===== src/rtl/dq_pkg.sv =====
// Shared number formats for the quantize/dequantize pair: Q4.3 storage lanes
// expand exactly to Q17.6 accumulator elements.
package dq_pkg;

    localparam int Q_DW  = 8;
    localparam int Q_PC  = 3;
    localparam int A_DW  = 24;
    localparam int A_PC  = 6;
    localparam int LANES = 4;

    typedef enum logic {
        IDLE = 1'b0,
        EMIT = 1'b1
    } dq_state_e;

    // Width of a lane-count field able to hold 0..lanes.
    function automatic int dq_cnt_w(input int lanes);
        return $clog2(lanes + 1);
    endfunction

endpackage


===== src/rtl/dequant_unpack_if.sv =====
// Packed-word input stream and expanded-element output stream of the unpacker.
// slave is the unpacker's view, master is the producer/consumer view.
interface dequant_unpack_if #(
    parameter int Q_DW  = dq_pkg::Q_DW,
    parameter int A_DW  = dq_pkg::A_DW,
    parameter int LANES = dq_pkg::LANES
) ();

    localparam int CW = dq_pkg::dq_cnt_w(LANES);

    logic                  s_valid;
    logic                  s_ready;
    logic [LANES*Q_DW-1:0] s_data;
    logic [CW-1:0]         s_cnt;
    logic                  s_last;

    logic                  m_valid;
    logic                  m_ready;
    logic [A_DW-1:0]       m_data;
    logic                  m_last;

    modport slave (
        input  s_valid, s_data, s_cnt, s_last, m_ready,
        output s_ready, m_valid, m_data, m_last
    );

    modport master (
        output s_valid, s_data, s_cnt, s_last, m_ready,
        input  s_ready, m_valid, m_data, m_last
    );

endinterface


===== src/rtl/dequant_lane.sv =====
// Exact signed fixed-point widening of one lane: sign-extend, then align the
// binary point. Purely combinational, no handshake.
module dequant_lane #(
    parameter int Q_DW = dq_pkg::Q_DW,
    parameter int Q_PC = dq_pkg::Q_PC,
    parameter int A_DW = dq_pkg::A_DW,
    parameter int A_PC = dq_pkg::A_PC
) (
    input  logic [Q_DW-1:0] q_i,
    output logic [A_DW-1:0] a_o
);

    localparam int SH = A_PC - Q_PC;

    logic [A_DW-1:0] ext;

    assign ext = {{(A_DW - Q_DW){q_i[Q_DW-1]}}, q_i};
    assign a_o = ext << SH;

endmodule


===== src/rtl/dequant_unpack.sv =====
// Unpacks LANES quantized lanes per word into one widened element per cycle;
// 1-cycle latency, registered outputs hold under m_ready low, zero-bubble reload.
module dequant_unpack #(
    parameter int Q_DW  = dq_pkg::Q_DW,
    parameter int Q_PC  = dq_pkg::Q_PC,
    parameter int A_DW  = dq_pkg::A_DW,
    parameter int A_PC  = dq_pkg::A_PC,
    parameter int LANES = dq_pkg::LANES
) (
    input  logic            clk,
    input  logic            rst_n,
    dequant_unpack_if.slave bus
);

    import dq_pkg::dq_state_e;
    import dq_pkg::IDLE;
    import dq_pkg::EMIT;

    localparam int CW = dq_pkg::dq_cnt_w(LANES);
    localparam int IW = (LANES > 1) ? $clog2(LANES) : 1;

    dq_state_e             state_q, state_d;
    logic [IW-1:0]         idx_q, idx_d;
    logic [CW-1:0]         cnt_q, cnt_d;
    logic                  last_q, last_d;
    logic [LANES*Q_DW-1:0] word_q, word_d;
    logic                  m_valid_q;
    logic [A_DW-1:0]       m_data_q;
    logic                  m_last_q, m_last_d;
    logic                  live_q;

    logic                  out_xfer;
    logic                  in_xfer;
    logic                  at_last;
    logic                  s_ready;
    logic                  load;
    logic [CW-1:0]         eff_cnt;
    logic [Q_DW-1:0]       lane_q;
    logic [A_DW-1:0]       lane_a;

    assign eff_cnt  = ((bus.s_cnt == '0) || (bus.s_cnt > CW'(LANES))) ? CW'(LANES) : bus.s_cnt;
    assign out_xfer = m_valid_q && bus.m_ready;
    assign at_last  = (CW'(idx_q) == (cnt_q - CW'(1)));
    // live_q keeps s_ready low through reset and until the first edge after release
    assign s_ready  = live_q && ((state_q == IDLE) || (out_xfer && at_last));
    assign in_xfer  = bus.s_valid && s_ready;

    always_comb begin
        state_d = state_q;
        idx_d   = idx_q;
        cnt_d   = cnt_q;
        last_d  = last_q;
        word_d  = word_q;
        load    = 1'b0;
        if (in_xfer) begin
            state_d = EMIT;
            word_d  = bus.s_data;
            cnt_d   = eff_cnt;
            last_d  = bus.s_last;
            idx_d   = '0;
            load    = 1'b1;
        end else if ((state_q == EMIT) && out_xfer) begin
            if (at_last) begin
                state_d = IDLE;
                idx_d   = '0;
            end else begin
                idx_d = idx_q + IW'(1);
                load  = 1'b1;
            end
        end
    end

    // Convert the lane that will be on the output after this edge
    assign lane_q   = word_d[idx_d*Q_DW +: Q_DW];
    assign m_last_d = last_d && (CW'(idx_d) == (cnt_d - CW'(1)));

    dequant_lane #(
        .Q_DW (Q_DW),
        .Q_PC (Q_PC),
        .A_DW (A_DW),
        .A_PC (A_PC)
    ) u_lane (
        .q_i (lane_q),
        .a_o (lane_a)
    );

    always_ff @(posedge clk or negedge rst_n) begin
        if (!rst_n) begin
            state_q   <= IDLE;
            idx_q     <= '0;
            cnt_q     <= CW'(LANES);
            last_q    <= 1'b0;
            word_q    <= '0;
            m_valid_q <= 1'b0;
            m_data_q  <= '0;
            m_last_q  <= 1'b0;
            live_q    <= 1'b0;
        end else begin
            live_q    <= 1'b1;
            state_q   <= state_d;
            idx_q     <= idx_d;
            cnt_q     <= cnt_d;
            last_q    <= last_d;
            word_q    <= word_d;
            m_valid_q <= (state_d == EMIT);
            if (load) begin
                m_data_q <= lane_a;
                m_last_q <= m_last_d;
            end else if (state_d == IDLE) begin
                m_last_q <= 1'b0;
            end
        end
    end

    assign bus.s_ready = s_ready;
    assign bus.m_valid = m_valid_q;
    assign bus.m_data  = m_data_q;
    assign bus.m_last  = m_last_q;

endmodule


===== src/flat_wrapper.sv =====
// flat-port wrapper written by rule: the top's interface ports become plain ports
module dequant_unpack_flat import dq_pkg::dq_state_e; import dq_pkg::IDLE; import dq_pkg::EMIT;
#(
    parameter int Q_DW  = dq_pkg::Q_DW,
    parameter int Q_PC  = dq_pkg::Q_PC,
    parameter int A_DW  = dq_pkg::A_DW,
    parameter int A_PC  = dq_pkg::A_PC,
    parameter int LANES = dq_pkg::LANES
)
  (clk, rst_n, bus_s_valid, bus_s_data, bus_s_cnt, bus_s_last, bus_m_ready, bus_s_ready, bus_m_valid, bus_m_data, bus_m_last);
  dequant_unpack_if #(.Q_DW(Q_DW), .A_DW(A_DW), .LANES(LANES)) bus_i ();
  input  logic clk;
  input  logic rst_n;
  input wire logic [$bits(bus_i.s_valid)-1:0] bus_s_valid;
  input wire logic [$bits(bus_i.s_data)-1:0] bus_s_data;
  input wire logic [$bits(bus_i.s_cnt)-1:0] bus_s_cnt;
  input wire logic [$bits(bus_i.s_last)-1:0] bus_s_last;
  input wire logic [$bits(bus_i.m_ready)-1:0] bus_m_ready;
  output wire logic [$bits(bus_i.s_ready)-1:0] bus_s_ready;
  output wire logic [$bits(bus_i.m_valid)-1:0] bus_m_valid;
  output wire logic [$bits(bus_i.m_data)-1:0] bus_m_data;
  output wire logic [$bits(bus_i.m_last)-1:0] bus_m_last;
  assign bus_i.s_valid = bus_s_valid;
  assign bus_i.s_data = bus_s_data;
  assign bus_i.s_cnt = bus_s_cnt;
  assign bus_i.s_last = bus_s_last;
  assign bus_i.m_ready = bus_m_ready;
  assign bus_s_ready = bus_i.s_ready;
  assign bus_m_valid = bus_i.m_valid;
  assign bus_m_data = bus_i.m_data;
  assign bus_m_last = bus_i.m_last;
  dequant_unpack #(.Q_DW(Q_DW), .Q_PC(Q_PC), .A_DW(A_DW), .A_PC(A_PC), .LANES(LANES)) u_core (.clk(clk), .rst_n(rst_n), .bus(bus_i));
endmodule

===== config.mk =====
export PLATFORM = sky130hd
export DESIGN_NAME = dequant_unpack_flat
export DESIGN_NICKNAME = d
export VERILOG_FILES = /design/src/rtl/dq_pkg.sv /design/src/rtl/dequant_unpack_if.sv /design/src/rtl/dequant_lane.sv /design/src/rtl/dequant_unpack.sv /design/src/flat_wrapper.sv
export SDC_FILE = /design/constraint.sdc
export NUM_CORES = 1
export LEC_CHECK = 0
export ABC_AREA = 0
export CORE_ASPECT_RATIO = 1.5
export CORE_MARGIN = 10
export CORE_UTILIZATION = 40
export CTS_BUF_LIST = sky130_fd_sc_hd__clkbuf_4 sky130_fd_sc_hd__clkbuf_8 sky130_fd_sc_hd__clkbuf_16
export DETAILED_ROUTE_END_ITERATION = 10
export GPL_TIMING_DRIVEN = 0
export PLACE_DENSITY_LB_ADDON = 0.25
export SYNTH_ARGS = -nofsm -noshare
export SYNTH_HDL_FRONTEND = slang
export SYNTH_SLANG_ARGS = --single-unit

===== constraint.sdc =====
create_clock -name clk -period 2.4 [get_ports clk]
set_clock_uncertainty 0.05 [all_clocks]
set_input_delay 0.48 -clock clk [delete_from_list [all_inputs] [get_ports clk]]
set_output_delay 0.48 -clock clk [all_outputs]
set_load 0.02 [all_outputs]

# After elaboration in Yosys (flattened, before gate mapping)
# Index checks and enable logic that the tools add are counted.
[classes] addsub=3 multipliers=0 n_shift=1 n_div=0 bitwise_logic=1 reduce_logical=9 n_eq_ne=3 muxes=15 n_lt_le_gt_ge=1
[ops] cell="$mux W32" n=1
[ops] cell="$shiftx A32 B6 Y8" n=1
[ops] cell="$mux W1" n=9
[ops] cell="$eq A2 B3 Y1" n=2
[ops] cell="$logic_and A1 B1 Y1" n=6
[ops] cell="$mux W2" n=3
[ops] cell="$mux W3" n=2
[ops] cell="$sub A3 B1 Y3 const B" n=2
[ops] cell="$gt A3 B3 Y1 const B" n=1
[ops] cell="$logic_not A3 Y1" n=1
[ops] cell="$add A2 B1 Y2 const B" n=1
[ops] cell="$logic_or A1 B1 Y1" n=2
[ops] cell="$ne A2 B2 Y1 const B" n=1
[ops] cell="$not A1 Y1" n=1
[totals] latch_bits=0 inputBits=40 n_memories=0 wordCells=41 output_inout_bits=27 romBits=0 ff_bits=49 ramBits=0

# Depth between registers and ports, before layout
# Gate-level depths: netlist (run 1).
[depth] depth_word=11 depth_mapped=11 mapped_depth_nobuf=10

# By module
# Synthesis (run 1) repeated with hierarchy kept, for this count alone.
[hier_totals] hier_cells=236 area_unflattened_um2=3153.0
[by_module_without_submodules] module="dequant_unpack" cells_per_inst=211 n_inst=1 seq_area_each_um2=1627.8 area_per_inst_um2=2969.1
[by_module_without_submodules] module="dequant_lane" cells_per_inst=25 n_inst=1 seq_area_each_um2=0.0 area_per_inst_um2=183.9

# Worst setup path before layout (run 1)
# No wires, ideal clock.
[synth_timing] path_type="register to register" startpoint="register u_core.cnt_q[0]" endpoint="register u_core.m_last_q (netlist: u_core.bus.m_last)" required_time_ns=2.246 path_buffers=1 setup_ns=0.104 slack_ns=-0.252 path_stages_with_launch=11 t_arrival_ns=2.499 period_less_slack_ns=2.652 path_cell_list="dfrtp_1 -> inv_1 -> ha_1 -> xor2_1 -> a41oi_2 -> clkbuf_1 -> nand2_1 -> and2_1 -> ha_1 -> xor2_1 -> o41ai_2"
[synth_between] elab_chain_len=11 elab_cells_between_ends=22 cone_classes="2 x add/sub; 3 x eq/ne; 12 x mux; 5 x reduce/logical"
[synth_lines] item="from (decl)" line="dequant_unpack.sv:24" text="logic [CW-1:0] cnt_q, cnt_d;"
[synth_lines] item="from (signal assigned)" line="dequant_unpack.sv:91" text="cnt_q <= CW'(LANES);"
[synth_lines] item="from (signal assigned)" line="dequant_unpack.sv:102" text="cnt_q <= cnt_d;"
[synth_lines] item="$sub A3 B1 Y3" line="dequant_unpack.sv:43" text="assign at_last = (CW'(idx_q) == (cnt_q - CW'(1)));"
[synth_lines] item="$eq A2 B3 Y1" line="dequant_unpack.sv:43"
[synth_lines] item="$logic_and A1 B1 Y1" line="dequant_unpack.sv:45" text="assign s_ready = live_q && ((state_q == IDLE) || (out_xfer && at_last));"
[synth_lines] item="$logic_or A1 B1 Y1" line="dequant_unpack.sv:45"
[synth_lines] item="$logic_and A1 B1 Y1" line="dequant_unpack.sv:45"
[synth_lines] item="$logic_and A1 B1 Y1" line="dequant_unpack.sv:46" text="assign in_xfer = bus.s_valid && s_ready;"
[synth_lines] item="$mux W3" line="dequant_unpack.sv:55" text="if (in_xfer) begin"
[synth_lines] item="$sub A3 B1 Y3" line="dequant_unpack.sv:75" text="assign m_last_d = last_d && (CW'(idx_d) == (cnt_d - CW'(1)));"
[synth_lines] item="$eq A2 B3 Y1" line="dequant_unpack.sv:75"
[synth_lines] item="$logic_and A1 B1 Y1" line="dequant_unpack.sv:75"
[synth_lines] item="$mux W1" line="dequant_unpack.sv:106" text="if (load) begin"
[synth_lines] item="to (signal assigned)" line="dequant_unpack.sv:108" text="m_last_q <= m_last_d;"
[synth_lines] item="to (decl)" line="dequant_unpack.sv:29" text="logic m_last_q, m_last_d;"
# Several ways; a longest one is shown, not always the timed one.
# A chain may end at the register's enable or synchronous reset.

# Worst setup path in the final report (run 1)
[layout_timing] startpoint="register u_core.cnt_q[0]" endpoint="register u_core.m_data_q[9] (netlist: u_core.bus.m_data[9])"
[layout_between] elab_chain_len=8 elab_cells_between_ends=14 cone_classes="1 x add/sub; 1 x eq/ne; 1 x shift; 7 x mux; 4 x reduce/logical"
[layout_lines] item="$sub A3 B1 Y3 (*)" line="dequant_unpack.sv:43"
[layout_lines] item="$eq A2 B3 Y1 (*)" line="dequant_unpack.sv:43"
[layout_lines] item="$logic_and A1 B1 Y1" line="dequant_unpack.sv:45"
[layout_lines] item="$logic_or A1 B1 Y1" line="dequant_unpack.sv:45"
[layout_lines] item="$logic_and A1 B1 Y1" line="dequant_unpack.sv:45"
[layout_lines] item="$logic_and A1 B1 Y1" line="dequant_unpack.sv:46"
[layout_lines] item="$mux W32 / $mux W2 (equally long branches)" line="dequant_unpack.sv:55"
[layout_lines] item="$shiftx A32 B6 Y8" line="dequant_unpack.sv:74" text="assign lane_q = word_d[idx_d*Q_DW +: Q_DW];"
[layout_lines] item="to (signal assigned)" line="dequant_unpack.sv:107" text="m_data_q <= lane_a;"
[layout_lines] item="to (decl)" line="dequant_unpack.sv:28" text="logic [A_DW-1:0] m_data_q;"
# Every way passes the cells marked *; elsewhere a longest branch is shown, timed or not.

==> results of run 1 <==
## layout make-up
class	instances	share of cell area
Multi-Input combinational cell	212	0.3697
Sequential cell	49	0.3098
Clock inverter	1	0.007571
Timing Repair Buffer	82	0.1962
Tap cell	76	0.02397
Inverter	10	0.01009
Clock buffer	7	0.02271
Buffer	34	0.05994
## Yosys cell counts, types with 2 or more instances
| cell | n | area, µm² |
|---|---|---|
| mux2i_1 | 2 | 20.02 |
| nand3b_1 | 2 | 15.01 |
| dfrtp_1 | 48 | 1201 |
| nor2b_1 | 3 | 18.77 |
| buf_6 | 2 | 22.52 |
| a21boi_0 | 24 | 180.2 |
| buf_4 | 17 | 127.6 |
| buf_2 | 3 | 15.01 |
| conb_1 | 2 | 7.510 |
| a211oi_1 | 24 | 180.2 |
| clkbuf_1 | 10 | 37.54 |
| o41ai_2 | 10 | 162.7 |
| and2_1 | 3 | 18.77 |
| inv_1 | 10 | 37.54 |
| ha_1 | 3 | 37.54 |
| xor2_1 | 5 | 43.79 |
| xnor2_1 | 4 | 35.03 |
| buf_1 | 2 | 7.510 |
| nand2_1 | 112 | 420.4 |
| a22oi_1 | 2 | 15.01 |
## metal layers
layer | routed length (µm) | up-vias | track usage
li1 | - | 1180 | -
met1 | 3007 | 1181 | 0.1628
met2 | 4322 | 71 | 0.2591
met3 | 407 | 17 | 0.03495
met4 | 216 | 0 | 0.07100
met5 | 0 | - | 0
## power by group through the flow
stage | clock (W) | combinational, W | sequential [W]
4_1_cts | 0.000633 | 0.00306 | 0.00151
2_1_floorplan | 0 | 0.00188 | 0.00152
3_5_place_dp | 0 | 0.00286 | 0.00153
5_1_grt | 0.000659 | 0.00368 | 0.00158
3_3_place_gp | 0 | 0.00279 | 0.00152
6_report | 0.000622 | 0.00338 | 0.00153
## timing repair
item                                   CTS  global route
setup buffers                            5            13
setup endpoints to repair               41            11
gates resized for setup                 23            34
endpoints found under the hold margin    0             0
pin swaps                                5             9
## sequential cells by signal, indices dropped and copies added, names as in the netlist
| register | cells |
|---|---|
| u_core.live_q | 1 |
| u_core.last_q | 1 |
| u_core.cnt_q | 3 |
| u_core.bus.m_data | 8 |
| u_core.bus.m_last | 1 |
| u_core.word_q | 32 |
| u_core.state_q | 1 |
| u_core.idx_q | 2 |
## worst min-delay path by stage
stage / end / cells past startpoint
after floorplan: u_core.bus.m_data[10] / 0
after global placement: u_core.word_q[8] / 2
after detailed placement: u_core.word_q[14] / 1
after CTS: u_core.word_q[14] / 1
after global routing: u_core.word_q[14] / 1
final: u_core.word_q[13] / 1
## critical path: stages, from the launching register on
cell and delay, ps:
dfrtp_2 440, inv_4 70, ha_4 220, xor2_4 170
a311o_2 440, and2_4 180, buf_6 130, buf_6 150
a211oi_1 310, o41ai_2 110
## per-stage QoR
step                      std cells  total power (W)  hold slack (ps)
after floorplan                 305         0.003405            134.4
final                           471         0.005531            30.80
after global placement          444         0.004309            401.8
after global routing            471         0.005921            43.49
after detailed placement        445         0.004385            368.9
after CTS                       458         0.005208            34.02
## logic make-up (layout without fill, tap and decap cells)
kind of cell	Yosys count	in the layout	synth area share
flip-flops	49	49	0.4469
AO/OA/AOI/OAI	69	69	0.2241
buffers and inverters	44	134	0.09021
XOR/XNOR	9	9	0.02870
AND/OR/NAND/NOR	124	124	0.1822
other	2	4	0.002735
multiplexers	3	3	0.01139
adder cells (fa/ha/maj)	3	3	0.01367
==> flow_metrics.env, run 1 <==
export IMPL_antenna_cells=0
export IMPL_p_comb_frac=0.611
export IMPL_core_area_um2=6576
export IMPL_synth_cell_types=35
export IMPL_ctsHoldBuffers=0
export IMPL_place_area_um2=3525
export IMPL_r2r_start="u_core.cnt_q[0]"
export IMPL_clkPwrFrac=0.112
export IMPL_ir_worst_vdd_uv=628.8
export IMPL_vias=2449
export IMPL_cp_endpoint="u_core.bus.m_data[9]"
export IMPL_drv_slew=0
export IMPL_worstSkewPairLatency_ps=310
export IMPL_seqPwrFrac=0.277
export IMPL_final_util=0.6031
export IMPL_leakagePower_nw=1.836
export IMPL_area_growth_pct=44.42
export IMPL_grt_pass1_vias=2534
export IMPL_synth_edf_count=0
export IMPL_path_clk_slew_ps=90
export IMPL_hpwl_mm=5.720
export IMPL_num_rows=36
export IMPL_gr_total_overflow=0
export IMPL_start_util=0.4176
export IMPL_nets=437
export IMPL_numCtsBuffers=5
export IMPL_async_reset_ff_frac=1.000
export IMPL_fillers=584
export IMPL_synth_avg_cell_area_um2=9.064
export IMPL_layout_commonest_cell="nand2_1"
export IMPL_stdcell_area_um2=3966
export IMPL_min_path_type="in2async"
export IMPL_routed_via_density=5.200
export IMPL_die_height_um=121.5
export IMPL_setup_worst_path_start="u_core.cnt_q[0]"
export IMPL_antenna_found_initial=0
export IMPL_period_needed_ps=2396
export IMPL_ioPinCount=67
export IMPL_multi_input_area_um2=1466
export IMPL_reg2reg_slack_ps=4
export IMPL_ant_nets=0
export IMPL_h_tree_depth=2
export IMPL_p_int_w=0.003161
export IMPL_critical_path_endpoint_type="flop"
export IMPL_ys_seq_area_frac=0.4469
export IMPL_layout_common_cells="111 x nand2_1, 61 x clkdlybuf4s50_1, 47 x dfrtp_1"
export IMPL_cellPowerDensity_nw_per_um2=1394
export IMPL_drive_above_1_share=0.2557
export IMPL_maxCapViolations=0
export IMPL_place_ws_ps=-552.3
export IMPL_syn_cell_area_um2=2746
export IMPL_grt_max_degree=35
export IMPL_grt_pass1_wl_mm=12.69
export IMPL_ys_flop_type="dfrtp_1"
export IMPL_portBuffers=63
export IMPL_netlist_instances=303
export IMPL_fp_dieArea_um2=10650
export IMPL_cts_sinks=49
export IMPL_routed_wl_mm=7.953
export IMPL_setup_viol=0
export IMPL_worstSetupPathType="reg2reg"
export IMPL_fmax_mhz=417.4
export IMPL_p_sw_frac=0.4285
export IMPL_drc_errors=0
export IMPL_cts_tree="yes"
export IMPL_die_w_um=87.66
export IMPL_wl_per_cell_um=16.89
export IMPL_hold_violations=0
export IMPL_grt_use_total=0.1487
export IMPL_crit_required_ps=2540
export IMPL_register_area_um2=1229
export IMPL_drt_iter0_markers=262
export IMPL_drt_pass1_iterations=4
export IMPL_finalCritPeriodShare=0.9982
export IMPL_cp_start_kind="flop"
export IMPL_rsz0062_at_grt="yes"
export IMPL_gp_congestion=0.8112
export IMPL_clock_path_buffers=2
export IMPL_path_max_fanout=10
export IMPL_ys_seq_elements=49
export IMPL_worstPathArrival_ps=2540
export IMPL_r2r_end="u_core.bus.m_data[9]"
export IMPL_yosys_warnings=0
export IMPL_fin_ws_ps=4.266
export IMPL_rr_worst_depth=9
export IMPL_fin_setup_tns_ps=0
export IMPL_p_switching_w=0.002370
export IMPL_root_buffer="clkbuf_8"
export IMPL_status="finished clean"
No activity file was read; power rests on OpenSTA's default activity.
==> run 2, diff against run 1 <==
Settings changed: CORE_UTILIZATION 40 to 50.
Clock period 2.4 ns to 2.7 ns, I/O delays scaled along.
==> run 2 against run 1 <==
Compared with the run above: design area down 7.3%; critical path type unchanged; maximum frequency down 8.3%; via count down 0.29%; worst setup slack better by 83 ps; first-iteration DRC count down 49%; die area down 16%; final cell count down 4.2%; largest cell class unchanged; combinational power down 20%; global-route usage up 2.4 points.
==> flow_metrics.env, run 2 (same netlist as run 1, synthesis figures left out) <==
export IMPL_gr_total_overflow=0
export IMPL_path_max_fanout=10
export IMPL_gp_congestion=0.8338
export IMPL_largest_register="u_core.word_q"
export IMPL_antenna_cells=0
export IMPL_wl_per_cell_um=17.20
export IMPL_vias=2442
export IMPL_slew_headroom=0.5895
export IMPL_drive_above_1_share=0.1575
export IMPL_antenna_found_initial=0
export IMPL_routed_via_density=5.415
export IMPL_ant_nets=0
export IMPL_crit_family="compound AO/OA/AOI/OAI gates"
export IMPL_clock_path_buffers=2
export IMPL_hpwl_mm=5.572
export IMPL_min_path_type="in2async"
export IMPL_numCtsBuffers=5
export IMPL_portBuffers=63
export IMPL_fmax_mhz=382.8
export IMPL_p_int_w=0.002529
export IMPL_cp_start_kind="flop"
export IMPL_reg2reg_slack_ps=90
export IMPL_start_util=0.5077
export IMPL_die_height_um=110.8
export IMPL_h_tree_depth=2
export IMPL_num_rows=33
export IMPL_die_w_um=80.52
export IMPL_rr_worst_depth=9
export IMPL_period_needed_ps=2613
export IMPL_grt_max_degree=36
export IMPL_layout_commonest_cell="nand2_1"
export IMPL_drt_iter0_markers=133
export IMPL_maxCapViolations=0
export IMPL_multi_input_area_um2=1330
export IMPL_fin_setup_tns_ps=0
export IMPL_final_cells=451
export IMPL_worstPathArrival_ps=2740
export IMPL_dpl_cell_count=439
export IMPL_ioPinCount=67
export IMPL_register_area_um2=1229
export IMPL_layout_common_cells="112 x nand2_1, 61 x clkdlybuf4s50_1, 47 x dfrtp_1"
export IMPL_grt_use_total=0.1725
export IMPL_max_stage_delay_ps=470
export IMPL_finalCritPeriodShare=0.9676
export IMPL_path_cells="inv_1 > ha_4 > xor2_4 > a311o_2 > and2_1 > buf_6 > buf_6 > a211oi_1 > o41ai_2"
export IMPL_stdcell_area_um2=3677
export IMPL_drc_errors=0
export IMPL_p_comb_frac=0.600
export IMPL_drt_pass1_iterations=4
export IMPL_worstSetupPathType="reg2reg"
export IMPL_ir_worst_vdd_uv=597.2
export IMPL_cp_num_buf_inv=3
export IMPL_crit_required_ps=2820
export IMPL_p_total_w=0.004504
export IMPL_core_area_um2=5409
export IMPL_p_sw_frac=0.4385
export IMPL_worst_slew_pin_slew_ps=615.7
export IMPL_cellPowerDensity_nw_per_um2=1225
export IMPL_place_area_um2=3487
export IMPL_area_growth_pct=33.90
export IMPL_worstSkewPairLatency_ps=300
export IMPL_clkPwrFrac=0.103
export IMPL_root_buffer="clkbuf_8"
export IMPL_cts_tree="yes"
export IMPL_setup_viol=0
export IMPL_grt_pass1_vias=2537
export IMPL_status="finished clean"
export IMPL_cts_sinks=49
export IMPL_largest_reg_flops=32
export IMPL_grt_pass1_wl_mm=12.43
export IMPL_nets=423
export IMPL_seqPwrFrac=0.297
export IMPL_path_clk_slew_ps=80
export IMPL_crit_top_cell="buf_6"
export IMPL_hold_violations=0
export IMPL_fillers=460
export IMPL_slowest_stage="a311o_2"
export IMPL_routed_wl_mm=7.759
export IMPL_drv_slew=0
export IMPL_fp_dieArea_um2=8919
export IMPL_r2r_start="u_core.cnt_q[0]"
export IMPL_critical_path_endpoint_type="flop"
export IMPL_p_switching_w=0.001975
export IMPL_r2r_end="u_core.bus.m_data[9]"
export IMPL_leakagePower_nw=1.719
==> run 2: worst max-delay path by stage <==
stage,start,end,cells past startpoint
4_1_cts,u_core.cnt_q[0],bus_s_ready,6
5_1_grt,u_core.cnt_q[0],u_core.bus.m_last,10
2_1_floorplan,u_core.cnt_q[0],u_core.bus.m_last,10
3_3_place_gp,bus_m_ready,u_core.bus.m_last,9
3_5_place_dp,bus_m_ready,u_core.bus.m_last,9
6_report,u_core.cnt_q[0],u_core.bus.m_data[9],9
==> run 2: power by group through the flow <==
stage | clock network (W) | registers [W] | logic, W
after detailed placement | 0 | 0.00135 | 0.00248
after floorplan | 0 | 0.00135 | 0.00163
final | 0.000465 | 0.00134 | 0.00270
after global placement | 0 | 0.00133 | 0.00242
after global routing | 0.000505 | 0.00138 | 0.00291
after CTS | 0.000469 | 0.00133 | 0.00260
==> run 2: what timing repair did <==
action | 4_1_cts | 5_1_grt
endpoints found under the setup margin | 40 | 10
pin swaps | 2 | 1
resized for setup | 11 | 8
hold buffers | 0 | 0
setup buffers | 3 | 1
==> run 2: through the flow <==
stage               utilization  hold slack (ps)  setup slack (ps)
finish                   0.6799            96.72             87.43
global route             0.6799            102.2            -22.82
CTS                      0.6734            104.2             75.94
detailed placement       0.6447            408.0            -650.9
global placement         0.6419            402.8            -688.1
floorplan                     -            194.4             47.70
==> run 2: routing by layer <==
layer  track usage  vias to the layer above  wire [µm]
met3       0.03571                       20        492
met2        0.3166                       82       4244
met5             0                        -          0
met4       0.05189                        0        214
li1              -                     1154          -
met1        0.1862                     1186       2809
==> run 2: layout make-up <==
| cell class | instances | area share |
|---|---|---|
| multi-input combinational | 212 | 0.3617 |
| sequential | 49 | 0.3341 |
| timing repair buffer | 68 | 0.1841 |
| buffer | 34 | 0.05954 |
| clock buffer | 8 | 0.02654 |
| tap | 70 | 0.02382 |
| inverter | 10 | 0.01021 |
==> run 2: worst register-to-register path, stage by stage (launching register included) <==
cell and delay (ps):
dfrtp_2 420, inv_1 150, ha_4 250, xor2_4 170, a311o_2 470, and2_1 190
buf_6 130, buf_6 140, a211oi_1 380, o41ai_2 130
==> run 3, diff against run 2 <==
Settings changed: CTS_CLUSTER_DIAMETER from default to 40.
==> results of run 3 <==
Same layout as run 2: the final DEF is identical, and so are final timing and power.
